<file path="config.mk">
export PLATFORM = sky130hd
export DESIGN_NAME = mem_io_responder
export DESIGN_NICKNAME = d
export VERILOG_FILES = /design/src/rtl/mem_io_responder.sv
export SDC_FILE = /design/constraint.sdc
export NUM_CORES = 1
export LEC_CHECK = 0
export CORE_MARGIN = 2
export CORE_UTILIZATION = 55
export CTS_CLUSTER_DIAMETER = 120
export DETAILED_ROUTE_END_ITERATION = 7
export GPL_ROUTABILITY_DRIVEN = 0
export PLACE_DENSITY = 0.75
export SYNTH_ARGS = -nofsm -noshare
export SYNTH_HDL_FRONTEND = slang
export SYNTH_SLANG_ARGS = --single-unit
</file>
<file path="constraint.sdc">
create_clock -name clk -period 2.8 [get_ports clk]
set_input_delay 0.56 -clock clk [delete_from_list [all_inputs] [get_ports clk]]
set_output_delay 0.56 -clock clk [all_outputs]
set_load 0.03 [all_outputs]
</file>
<file path="src/rtl/mem_io_responder.sv">
// -----------------------------------------------------------------------------
// mem_io_responder
//
// Far-side responder for the multi-cycle CPU memory bus. Decodes the CPU
// address/strobes, serves a 60-byte RAM, and exposes memory-mapped I/O
// through an input FIFO (external producer -> CPU) and an output FIFO
// (CPU -> external consumer), each with a valid/ready handshake.
//
// Address map:
//   0x00-0x3B  RAM
//   0x3C       STATUS   (R: {2'b0, in_unf, out_ovf, out_full, out_empty,
//                            in_full, in_empty}; W: clears sticky bits)
//   0x3D       IN_COUNT (R)
//   0x3E       OUT_DATA (W: push output FIFO; R: 0x00)
//   0x3F       IN_DATA  (R: head of input FIFO, pops it)
//
// Ports:
//   clk          in   clock, rising edge
//   reset        in   asynchronous, active-high reset
//   adr_bus      in   [5:0] CPU address
//   rd_mem       in   CPU read request
//   wr_mem       in   CPU write request
//   data_bus_out in   [7:0] CPU write data
//   data_bus_in  out  [7:0] read data to CPU (combinational)
//   select       out  current read targets the I/O region
//   in_data      in   [7:0] producer data
//   in_valid     in   producer valid
//   in_ready     out  input FIFO not full
//   out_data     out  [7:0] output FIFO head, 0x00 when empty
//   out_valid    out  output FIFO not empty
//   out_ready    in   consumer ready
//
// IN_DEPTH / OUT_DEPTH must be powers of two in the range 2..8.
// -----------------------------------------------------------------------------
module mem_io_responder #(
    parameter int IN_DEPTH  = 4,
    parameter int OUT_DEPTH = 4
) (
    input  logic       clk,
    input  logic       reset,
    input  logic [5:0] adr_bus,
    input  logic       rd_mem,
    input  logic       wr_mem,
    input  logic [7:0] data_bus_out,
    output logic [7:0] data_bus_in,
    output logic       select,
    input  logic [7:0] in_data,
    input  logic       in_valid,
    output logic       in_ready,
    output logic [7:0] out_data,
    output logic       out_valid,
    input  logic       out_ready
);

    localparam int IN_AW  = $clog2(IN_DEPTH);
    localparam int IN_CW  = IN_AW + 1;
    localparam int OUT_AW = $clog2(OUT_DEPTH);
    localparam int OUT_CW = OUT_AW + 1;

    localparam logic [5:0] RAM_TOP    = 6'h3B;
    localparam logic [5:0] ADR_STATUS = 6'h3C;
    localparam logic [5:0] ADR_INCNT  = 6'h3D;
    localparam logic [5:0] ADR_OUTDAT = 6'h3E;
    localparam logic [5:0] ADR_INDAT  = 6'h3F;

    // ------------------------------------------------------------------
    // Strobe edge detection
    // ------------------------------------------------------------------
    logic r_rd_q;
    logic r_wr_q;
    logic w_rd_ev;
    logic w_wr_ev;

    // A held strobe produces exactly one event; a read with wr_mem high
    // is not a read at all.
    assign w_rd_ev = rd_mem & ~r_rd_q & ~wr_mem;
    assign w_wr_ev = wr_mem & ~r_wr_q;

    always_ff @(posedge clk or posedge reset) begin
        if (reset) begin
            r_rd_q <= 1'b0;
            r_wr_q <= 1'b0;
        end else begin
            r_rd_q <= rd_mem;
            r_wr_q <= wr_mem;
        end
    end

    // ------------------------------------------------------------------
    // RAM (not reset)
    // ------------------------------------------------------------------
    logic [7:0] r_ram [0:59];
    logic       w_ram_wr;

    assign w_ram_wr = w_wr_ev & (adr_bus <= RAM_TOP);

    always_ff @(posedge clk) begin
        if (w_ram_wr) begin
            r_ram[adr_bus] <= data_bus_out;
        end
    end

    // ------------------------------------------------------------------
    // Input FIFO (producer -> CPU)
    // ------------------------------------------------------------------
    logic [7:0]       r_in_mem [0:IN_DEPTH-1];
    logic [IN_AW-1:0] r_in_wptr;
    logic [IN_AW-1:0] r_in_rptr;
    logic [IN_CW-1:0] r_in_cnt;
    logic             w_in_empty;
    logic             w_in_full;
    logic             w_in_push;
    logic             w_in_pop;
    logic             w_in_rd;
    logic [7:0]       w_in_head;

    assign w_in_empty = (r_in_cnt == '0);
    assign w_in_full  = (r_in_cnt == IN_CW'(IN_DEPTH));
    assign in_ready   = ~w_in_full;
    // in_ready already excludes full, so a same-edge pop on a full FIFO
    // never lets a new entry in.
    assign w_in_push  = in_valid & ~w_in_full;
    assign w_in_rd    = w_rd_ev & (adr_bus == ADR_INDAT);
    assign w_in_pop   = w_in_rd & ~w_in_empty;
    assign w_in_head  = w_in_empty ? 8'h00 : r_in_mem[r_in_rptr];

    always_ff @(posedge clk) begin
        if (w_in_push) begin
            r_in_mem[r_in_wptr] <= in_data;
        end
    end

    always_ff @(posedge clk or posedge reset) begin
        if (reset) begin
            r_in_wptr <= '0;
            r_in_rptr <= '0;
            r_in_cnt  <= '0;
        end else begin
            if (w_in_push) begin
                r_in_wptr <= r_in_wptr + 1'b1;
            end
            if (w_in_pop) begin
                r_in_rptr <= r_in_rptr + 1'b1;
            end
            r_in_cnt <= r_in_cnt + IN_CW'(w_in_push) - IN_CW'(w_in_pop);
        end
    end

    // ------------------------------------------------------------------
    // Output FIFO (CPU -> consumer)
    // ------------------------------------------------------------------
    logic [7:0]        r_out_mem [0:OUT_DEPTH-1];
    logic [OUT_AW-1:0] r_out_wptr;
    logic [OUT_AW-1:0] r_out_rptr;
    logic [OUT_CW-1:0] r_out_cnt;
    logic              w_out_empty;
    logic              w_out_full;
    logic              w_out_wr;
    logic              w_out_push;
    logic              w_out_pop;

    assign w_out_empty = (r_out_cnt == '0);
    assign w_out_full  = (r_out_cnt == OUT_CW'(OUT_DEPTH));
    assign out_valid   = ~w_out_empty;
    assign out_data    = w_out_empty ? 8'h00 : r_out_mem[r_out_rptr];
    assign w_out_pop   = ~w_out_empty & out_ready;
    assign w_out_wr    = w_wr_ev & (adr_bus == ADR_OUTDAT);
    // A consumer pop on the same edge frees the slot the push needs, so a
    // write into a full FIFO is accepted when the pop coincides.
    assign w_out_push  = w_out_wr & (~w_out_full | w_out_pop);

    always_ff @(posedge clk) begin
        if (w_out_push) begin
            r_out_mem[r_out_wptr] <= data_bus_out;
        end
    end

    always_ff @(posedge clk or posedge reset) begin
        if (reset) begin
            r_out_wptr <= '0;
            r_out_rptr <= '0;
            r_out_cnt  <= '0;
        end else begin
            if (w_out_push) begin
                r_out_wptr <= r_out_wptr + 1'b1;
            end
            if (w_out_pop) begin
                r_out_rptr <= r_out_rptr + 1'b1;
            end
            r_out_cnt <= r_out_cnt + OUT_CW'(w_out_push) - OUT_CW'(w_out_pop);
        end
    end

    // ------------------------------------------------------------------
    // Sticky error bits
    // ------------------------------------------------------------------
    logic r_out_ovf;
    logic r_in_unf;
    logic w_ovf_set;
    logic w_unf_set;
    logic w_sticky_clr;

    assign w_ovf_set    = w_out_wr & ~w_out_push;
    assign w_unf_set    = w_in_rd & w_in_empty;
    assign w_sticky_clr = w_wr_ev & (adr_bus == ADR_STATUS);

    always_ff @(posedge clk or posedge reset) begin
        if (reset) begin
            r_out_ovf <= 1'b0;
            r_in_unf  <= 1'b0;
        end else if (w_sticky_clr) begin
            // Clear wins over a coincident set.
            r_out_ovf <= 1'b0;
            r_in_unf  <= 1'b0;
        end else begin
            if (w_ovf_set) begin
                r_out_ovf <= 1'b1;
            end
            if (w_unf_set) begin
                r_in_unf <= 1'b1;
            end
        end
    end

    // ------------------------------------------------------------------
    // Read data path
    // ------------------------------------------------------------------
    logic [7:0] w_status;
    logic [7:0] w_in_count;
    logic       w_rd_active;
    logic [7:0] w_rd_data;

    assign w_status    = {2'b00, r_in_unf, r_out_ovf, w_out_full, w_out_empty,
                          w_in_full, w_in_empty};
    assign w_in_count  = {{(8-IN_CW){1'b0}}, r_in_cnt};
    assign w_rd_active = rd_mem & ~wr_mem;

    always_comb begin
        w_rd_data = 8'h00;
        if (w_rd_active) begin
            if (adr_bus <= RAM_TOP) begin
                w_rd_data = r_ram[adr_bus];
            end else begin
                case (adr_bus)
                    ADR_STATUS: w_rd_data = w_status;
                    ADR_INCNT:  w_rd_data = w_in_count;
                    ADR_INDAT:  w_rd_data = w_in_head;
                    default:    w_rd_data = 8'h00;
                endcase
            end
        end
    end

    assign data_bus_in = w_rd_data;
    assign select      = w_rd_active & (adr_bus >= ADR_STATUS);

endmodule

</file>
---- Yosys cells after proc, flatten, opt, wreduce, memory -nomap -nowiden ----
Memories as Yosys holds them, arrays and structs flattened.
Index checks and enable logic that the tools add are counted.
storage, ports and cells
  memories kept ........................... 3
  register bits after elaboration ......... 18
  output and inout bits ................... 19
  bits in writable memories ............... 544
cells by class
  bitwise logic cells ..................... 24
  add/subtract/negate cells ............... 8
  muxes and demuxes ....................... 15
  magnitude comparators ................... 2
  reductions and logical operators ........ 4
  eq/ne operators ......................... 6
memory list
  memory     depth  width  read ports  clocked after Yosys merged registers in  write ports  line  RTL
  r_ram      60     8      1           0                                        1            92    logic [7:0] r_ram [0:59];
  r_in_mem   4      8      1           0                                        1            106   logic [7:0] r_in_mem [0:IN_DEPTH-1];
  r_out_mem  4      8      1           0                                        1            152   logic [7:0] r_out_mem [0:OUT_DEPTH-1];
operator list
  cell                 number
  $mux 8               4
  $eq 6x6->1 const B   4
  $pmux 8 s3           1
  $and 1x1->1          15
  $mux 1               10
  $add 2x1->2 const B  4
  $not 1->1            8
  $add 3x1->3          2
  $eq 3x3->1 const B   2
  $ge 6x6->1 const B   1
  $le 6x6->1 const B   1
  $logic_not 3->1      2
  $sub 3x1->3          2
  $reduce_bool 2->1    2
  $or 1x1->1           1

---- Longest topological paths before layout ----
Gate-level depths: netlist of the first run.
  depth after elaboration ................. 9
  mapped depth ............................ 13
  mapped depth without buffers ............ 11

---- Worst setup path after synthesis of the first run ----
No wires, ideal clock.
  path type ............................... input -> output
  from .................................... input adr_bus[2]
  to ...................................... output data_bus_in[2]
  arrival time ............................ 2,810 ps
  path slack .............................. -570 ps
  data required time ...................... 2,240 ps
  stages .................................. 7
  cell sequence ........................... clkbuf_1 -> clkbuf_1 -> clkbuf_1 -> nand2_1 -> a32oi_1 -> nand2_1 -> o41ai_1
between the ends
  cells in the longest elaborated chain, start to end .. 4
  elaborated cells between the ends (all ways) .. 8
ends and longest elaborated chain
  item                                                                  line  RTL
  from (decl)                                                           41    input logic [5:0] adr_bus,
  parallel branches: the longest is 2 deep, another holds $mem_v2 60x8  --
  $mux 8 (*)                                                            241   if (adr_bus <= RAM_TOP) begin
  $mux 8 (*)                                                            240   if (w_rd_active) begin
  to (decl)                                                             45    output logic [7:0] data_bus_in,
Every way passes the cells marked *.

---- Worst setup path after layout of the first run ----
  from .................................... memory r_ram[41][3]
  to ...................................... output data_bus_in[3]
between the ends
  cells in the longest elaborated chain, start to end .. 3
ends and longest elaborated chain
  item          line
  from (decl)   92
  $mem_v2 60x8  --
  $mux 8        241
  $mux 8        240
No other way between the ends.

==> results of run 1 <==
## worst min path at each step
| stage | cells past startpoint | slack [ns] | start | to |
|---|---|---|---|---|
| 6_report | 2 | 0.40 | reset | r_out_wptr[1] |
| 5_1_grt | 1 | 0.42 | data_bus_out[0] | r_ram[24][0] |
| 4_1_cts | 2 | 0.39 | reset | r_rd_q |
| 3_5_place_dp | 2 | 0.52 | r_in_unf | r_in_unf |
| 3_3_place_gp | 1 | 0.50 | r_out_cnt[0] | r_out_cnt[0] |
| 2_1_floorplan | 1 | 0.48 | r_out_cnt[2] | r_out_cnt[2] |
## layout make-up
class	instances	area [um2]	area share [%]
inverter	18	67.6	0.241
timing repair buffer	321	3010	10.7
clock buffer	68	1490	5.30
clock inverter	33	380	1.36
multi-input combinational	532	5660	20.2
sequential	562	16800	59.9
tap	525	657	2.34
## through the flow
step / setup WS (ns) / setup TNS, ns / util [%]
detailed placement: -0.647 / -9.26 / 63.6
CTS: -0.514 / -2.92 / 69.7
floorplan: -0.0342 / -0.172 / -
finish: -0.467 / -2.89 / 70.3
global placement: -0.576 / -6.46 / 63.6
global route: -0.565 / -3.19 / 70.3
## critical path: cells and delay by family (launching register included)
kind	cells	cell delay, ns
AND/OR/NAND/NOR	1	0.24
flip-flops	1	0.41
buffers and inverters	2	0.31
AO/OA/AOI/OAI	3	0.60
multiplexers	1	0.54
## layout by cell type, fill, tap and decap left out, drive strengths merged, types with 5 or more instances in the layout
master,count
and2,16
nand3,16
clkinv,21
a221oi,10
buf,294
and3,7
o211ai,6
clkdlybuf4s50,15
a22oi,18
ha,11
bufinv,9
dfrtp,18
inv,18
a21oi,22
nor2b,7
o22ai,19
nor4,5
nand2,50
o21ai,16
dlygate4sd2,7
a32oi,6
xnor2,9
mux2i,43
mux2,15
nand2b,6
edfxtp,544
clkbuf,70
mux4,103
nor2,80
nor3,14
## flip-flops by register name, indices dropped and copies added (netlist names)
register / cells
r_out_mem: 32
r_wr_q: 1
r_out_cnt: 3
r_out_ovf: 1
r_in_wptr: 2
r_in_unf: 1
r_in_rptr: 2
r_out_wptr: 2
r_ram: 480
r_rd_q: 1
r_out_rptr: 2
r_in_cnt: 3
r_in_mem: 32
## logic make-up after synthesis
logic type,share of synthesized area (%)
compound gates,3.95
xor+xnor,0.391
fa+ha+maj,0.794
buf+inv,1.96
flops,75.0
mux,13.1
simple gates,4.75
## what timing repair did
action | in CTS | in global routing
setup endpoints to repair | 20 | 13
gates resized for setup | 106 | 37
buffers inserted | 22 | 7
gates cloned | 0 | 1
pin swaps | 33 | 23
## power breakdown
part | switching [uW] | leakage [uW] | internal [uW]
registers | 160 | 0.00511 | 9430
clock network | 3040 | 0.000904 | 4570
logic | 1230 | 0.00363 | 1000
total | 4430 | 0.00965 | 15000
## routing by layer
layer / vias to the layer above / part of all wire [%] / global-route usage (%)
met5: - / 0 / 0
met4: 0 / 3.9 / 9.97
met3: 156 / 10 / 7.17
met2: 790 / 49 / 46.5
met1: 6611 / 37 / 37.1
li1: 5402 / - / -
==> summary.md, run 1 <==
| Metric | Value |
|---|---|
| Outcome | finished, violations left |
| Failing checks | negative setup slack |
| Area of the mapped netlist | 22400 um2 |
| Largest net degree at the start of global routing | 65 |
| Clock period minus worst slack | 3.27 ns |
| # DRC | 0 |
| H-tree levels | 2 |
| Clk Tree Root Cell | sky130_fd_sc_hd__clkbuf_16 |
| Biggest area consumer among synthesized cells | sky130_fd_sc_hd__edfxtp_1 |
| WL final | 58300 um |
| Most repeated cell in the gate-level netlist after synthesis | sky130_fd_sc_hd__edfxtp_1 |
| Final worst clock skew | 0.0110 ns |
| Unique cell type count in the Yosys netlist | 63 |
| Startpoint type of the worst setup path | flip-flop |
| Post-layout power | 19400 uW |
| Destination of the critical timing path | data_bus_in[3] |
| Post-detail-place hpwl | 38000 um |
| Total die area | 42300 um2 |
| Number of diodes | 0 |
| Width of the chip | 206 um |
| Initial cell density of the core | 56.1% |
| Share of the synthesized area in the top cell type | 73.0% |
| Finished Layout Cells | 2059 |
| Rel. slew slack | 48.2% |
| TritonCTS clock tree | built |
| Maximum resistive drop on vdd | 592 uV |
| Via count of the first global-routing pass | 13295 |
| Setup crit start | r_ram[41][3] |
| Origin of the critical flop-to-flop path | r_in_cnt[1] |
| Overall fraction of global-route tracks in use | 28.3% |
| Cells after synthesis | 1173 |
| Clk pin slew, worst setup/hold paths | 0.06 ns |
| Top post-synthesis cells by count | sky130_fd_sc_hd__edfxtp_1 (544), sky130_fd_sc_hd__mux4_2 (98), sky130_fd_sc_hd__nor2_1 (79) |
| Overall via count from detail_route | 12959 |
| EDFF count, synth | 544 |
| Filler instances | 2340 |
| Post-DR vias/cell | 6.29 |
| Global route overflow | 0 |
| Worst Slack Setup Final | -0.467 ns |
| Smallest hold slack | 0.395 ns |
| MaxCap Viol Count | 0 |
| Leak | 0.00965 uW |
| Flip-flop cell with the highest count after synthesis | sky130_fd_sc_hd__edfxtp_1 |
| Arrival time worst endpoint | 2.71 ns |
| Initial antenna violation count | 0 |
| Share of post-route cells with drive strength above 1 | 37.4% |
| Highest Clock Rate | 0.306 GHz |
| Later-pin clock latency in the skew report | 0.61 ns |
| Placed Instances | 1932 |
| Total number of yosys warnings | 0 |
| Worst reg2reg setup slack | 0.36 ns |
| Detailed router's first-iteration violation count | 1483 |
| First-pass GRT wire length | 85500 um |
| Total of buffers placed on input and output ports | 46 |
| Total number of clock tree sinks | 562 |
| Crit path max fanout | 1 |
| Residual antenna-violating net count after detailed routing | 0 |
| Sequential cell area fraction in the yosys report | 75.0% |
| R2r worst-path depth | 9 |
| Worst-Margin Slew | 0.777 ns |
| Number of pins with negative max-slew slack in the final report | 0 |
| Seq cells post-synth | 562 |
| Number of buffers between clock root and the deepest sink | 3 |
| Critical-path top delay cell | sky130_fd_sc_hd__mux4_2 |
| Top post-synthesis cells by area | sky130_fd_sc_hd__edfxtp_1 (73%), sky130_fd_sc_hd__mux4_2 (9.9%), sky130_fd_sc_hd__dfrtp_1 (2.0%) |
| First drt pass iteration count | 6 |
| Crit Path Class | flip-flop to output pin |
| IO Count | 47 |
| Final instance area | 28000 um2 |
| Synth Net Count | 1214 |
| Final count of hold timing violations | 0 |
| Period Utilization, post-route | 117% |
| R2r endpoint | r_in_cnt[2] |
| Post-Synthesis Mean Instance Area | 19.1 um2 |
| Pwr dens | 693 nW/um2 |
| Worst-path cell chain | mux4_2, a32oi_1, o21ai_0, nor4_2, buf_4, o22ai_2, buf_6 |
| Fraction of registers with async set/reset | 3.20% |
| Setup crit end kind | output pin |
| Path class of the lowest-slack min-delay path | input port to asynchronous set/reset pin |
| Total placed instance area | 25400 um2 |
| Row count | 73 |
| RSZ-0062 raised after global routing | true |
| Hold bufs inserted after CTS | 0 |
| Nets@finish | 1530 |
| Core footprint | 39900 um2 |
| Area growth syn-to-layout | 25.3% |
| Num CTS Buffers | 54 |
| DIE HEIGHT | 206 um |
| Critical Path RT | 2.24 ns |
| Detailed-route wire length per cell | 28.3 um |
| Largest stage delay on the critical path | 0.54 ns |
| Count of endpoints failing setup in the final report | 8 |
No activity file was read; power rests on OpenSTA's default activity.
==> inputs of run 2 (changes only) <==
PLACE_DENSITY = 0.72   (was 0.75)
TNS_END_PERCENT = 30   (was not set)
clock period = 3.14 ns   (was 2.8 ns; I/O delays follow)
==> run 2 against run 1 <==
  * The flow still finishes with violations (negative setup slack)
  * First-iteration DRC count up 13%
  * Clock skew rose by 0.020 ns
  * Non-clock buffer count down 27
  * Die area did not move
  * Critical path depth is 6 higher
  * Sequential power fell by 11%
  * Clock-buffer cell count rose by 2
  * Sequential cell count did not move
  * Final cell count shrank 1.4%
  * Register-to-register slack gained 0.26 ns
  * Clock power decreased by 19%
  * Worst setup slack better by 0.22 ns
  * Highest routed layer unchanged
==> summary.md, run 2 (same netlist as run 1, synthesis figures left out) <==
| Metric | Value |
|---|---|
| Period Utilization, post-route | 108% |
| MaxCap Viol Count | 0 (unchanged) |
| Via count of the first global-routing pass | 12719 (-4.3%) |
| Worst slack at placement | -0.672 ns (-0.0246 ns) |
| Top library cells by usage in the layout, fill and taps aside | sky130_fd_sc_hd__edfxtp_1 (544), sky130_fd_sc_hd__buf_4 (218), sky130_fd_sc_hd__mux4_2 (98), sky130_fd_sc_hd__nor2_1 (79), sky130_fd_sc_hd__clkbuf_16 (55) |
| R2r worst-path depth | 9 (unchanged) |
| Nets@finish | 1502 (-1.8%) |
| Hold bufs inserted after CTS | 0 (unchanged) |
| Switching Power | 3860 uW (-13%) |
| Startpoint type of the worst setup path | input port |
| Pwr dens | 609 nW/um2 (-12%) |
| Outcome | finished, violations left |
| Top flop regs | r_ram (480), r_in_mem (32), r_out_mem (32) |
| Crit path max fanout | 8 (+7) |
| Most common cell after layout, fill and taps aside | sky130_fd_sc_hd__edfxtp_1 |
| Combinational fraction of design power | 11.3% (-0.2 points) |
| Global route overflow | 0 (unchanged) |
| Post-detail-place hpwl | 37300 um (-1.9%) |
| Maximum resistive drop on vdd | 559 uV (-5.5%) |
| Initial antenna violation count | 2 (+2) |
| Highest Clock Rate | 0.296 GHz |
| Power share of the sequential group | 51.7% (+2.4 points) |
| Rel. slew slack | 43.7% (-4.4 points) |
| Number of pins with negative max-slew slack in the final report | 0 (unchanged) |
| Critical-path top delay cell | sky130_fd_sc_hd__nor4_2 |
| Width of the chip | 206 um (unchanged) |
| Crit Path Class | input port to output pin |
| First-pass GRT wire length | 83300 um (-2.6%) |
| First drt pass iteration count | 6 (unchanged) |
| Total number of clock tree sinks | 562 (unchanged) |
| Internal Dissipation | 12700 uW (-15%) |
| Final count of hold timing violations | 0 (unchanged) |
| Detailed-route wire length per cell | 27.9 um (-1.6%) |
| Number of buffers between clock root and the deepest sink | 3 (unchanged) |
| Num CTS Buffers | 53 (-1.9%) |
| # DRC | 0 (unchanged) |
| TritonCTS clock tree | built |
| Most used cell, CP | sky130_fd_sc_hd__buf_4 |
| Proportion of total power due to net switching | 23.3% (+0.46 points) |
| Share of post-route cells with drive strength above 1 | 34.0% (-3.3 points) |
| Clk pin slew, worst setup/hold paths | 0.06 ns (about the same) |
| IO Count | 47 (unchanged) |
| Worst-path cell chain | buf_16, buf_12, buf_12, buf_4, nor2_4, nand2_1, buf_4, o21ai_0, nor2_1, nor4_2, buf_4, o22ai_4, buf_6 |
| Core footprint | 39900 um2 (unchanged) |
| Total die area | 42300 um2 (unchanged) |
| Row count | 73 (unchanged) |
| Failing checks | negative setup slack |
| Clk Tree Root Cell | sky130_fd_sc_hd__clkbuf_16 |
| Setup crit start | adr_bus[0] |
| Path class of the lowest-slack min-delay path | input port to asynchronous set/reset pin |
| Clock period minus worst slack | 3.38 ns |
| Largest stage delay on the critical path | 0.36 ns (-0.18 ns) |
| Setup crit end kind | output pin |
| Critical Path RT | 2.51 ns (+0.27 ns) |
| Top reg by flops | r_ram |
| Overall via count from detail_route | 12629 (-2.5%) |
| DIE HEIGHT | 206 um (unchanged) |
| Residual antenna-violating net count after detailed routing | 0 (unchanged) |
| R2r endpoint | r_in_cnt[2] |
| Area growth syn-to-layout | 21.9% |
| Final-layout setup total negative slack | -1.40 ns (+1.49 ns) |
| Later-pin clock latency in the skew report | 0.61 ns (about the same) |
| H-tree levels | 2 (unchanged) |
| WL final | 56600 um (-3.0%) |
| Placed Instances | 1914 (-0.93%) |
| Detailed router's first-iteration violation count | 1669 (+13%) |
| Count of endpoints failing setup in the final report | 8 (unchanged) |
| Worst-Margin Slew | 0.844 ns (+0.0665 ns) |
| Largest net degree at the start of global routing | 65 (unchanged) |
| Overall fraction of global-route tracks in use | 27.8% (-0.55 points) |
| Worst reg2reg setup slack | 0.62 ns (+0.26 ns) |
| Total of buffers placed on input and output ports | 46 (unchanged) |
| Initial cell density of the core | 56.1% (unchanged) |
| Post-DR vias/cell | 6.22 (-1.2%) |
| Max FFs per register | 480 (unchanged) |
| Worst Slack Setup Final | -0.244 ns (+0.223 ns) |
| Smallest hold slack | 0.459 ns (+0.0640 ns) |
| Final worst clock skew | 0.0313 ns (+0.0202 ns) |
| Leak | 0.00934 uW (-3.2%) |
| Origin of the critical flop-to-flop path | r_in_cnt[1] |
| Arrival time worst endpoint | 2.76 ns (+0.05 ns) |
| Clk network pwr share | 37.0% (-2.2 points) |
| RSZ-0062 raised after global routing | true |
| Finished Layout Cells | 2030 (-1.4%) |
## run 2: cell types whose count changed in the layout (fill, tap and decap cells not counted), sizes merged, moves of 4 or more
cell / before / now
dlygate4sd2: 7 / 3
clkdlybuf4s50: 15 / 22
buf: 294 / 266
bufinv: 9 / 3
## run 2: worst max-delay path: cells and delay by family
family	cells	cell delay (ns)
buf+inv	7	1.13
simple gates	4	0.74
compound gates	2	0.23
## run 2: metal layers
layer	vias up	GRT usage [%]	share of wire, %	routed length, um
met1	6446	38.5	39	21900
li1	5334	-	-	-
met2	717	43.6	48	27100
met4	0	10.9	3.8	2140
met3	132	6.13	9.7	5510
met5	-	0	0	0
## run 2: how the worst max path moves through the flow
stage                          end  slack [ns]  depth (start not counted)
global placement    data_bus_in[5]       -0.69                         11
detailed placement  data_bus_in[5]       -0.67                         11
finish              data_bus_in[3]       -0.24                         13
global route        data_bus_in[3]       -0.28                         13
CTS                 data_bus_in[1]       -0.17                         10
floorplan           data_bus_in[6]       -0.31                          7
## run 2: timing repair
| action | in CTS | in global routing |
|---|---|---|
| pin swaps | 27 | 12 |
| setup buffers | 16 | 5 |
| endpoints found under the hold margin | 0 | 0 |
| endpoints found under the setup margin | 16 | 15 |
| gates resized for setup | 73 | 19 |
| cloned | 2 | 0 |
## run 2: through the flow
stage               cell area (um2)  utilization (%)  power, uW
CTS                           27200             68.0      16600
floorplan                     22400                -       9700
global route                  27300             68.3      17100
detailed placement            25100             62.8      10500
finish                        27300             68.3      16600
global placement              25100             62.8      10500
## run 2: power groups by stage
stage                     clock (uW)  sequential [uW]  combinational, uW
after floorplan                    0             8640               1060
after global placement             0             8710               1740
after detailed placement           0             8730               1790
after CTS                       6210             8570               1860
after global routing            6490             8610               2010
final                           6140             8580               1880
## run 2: area by class of cell
cell class	count	area (um2)
fill	2465	12600
antenna	1	2.50
inverter	18	71.3
multi-input combinational	532	5400
sequential	562	16800
clock buffer	70	1430
timing repair buffer	294	2690
tap	525	657
clock inverter	28	230
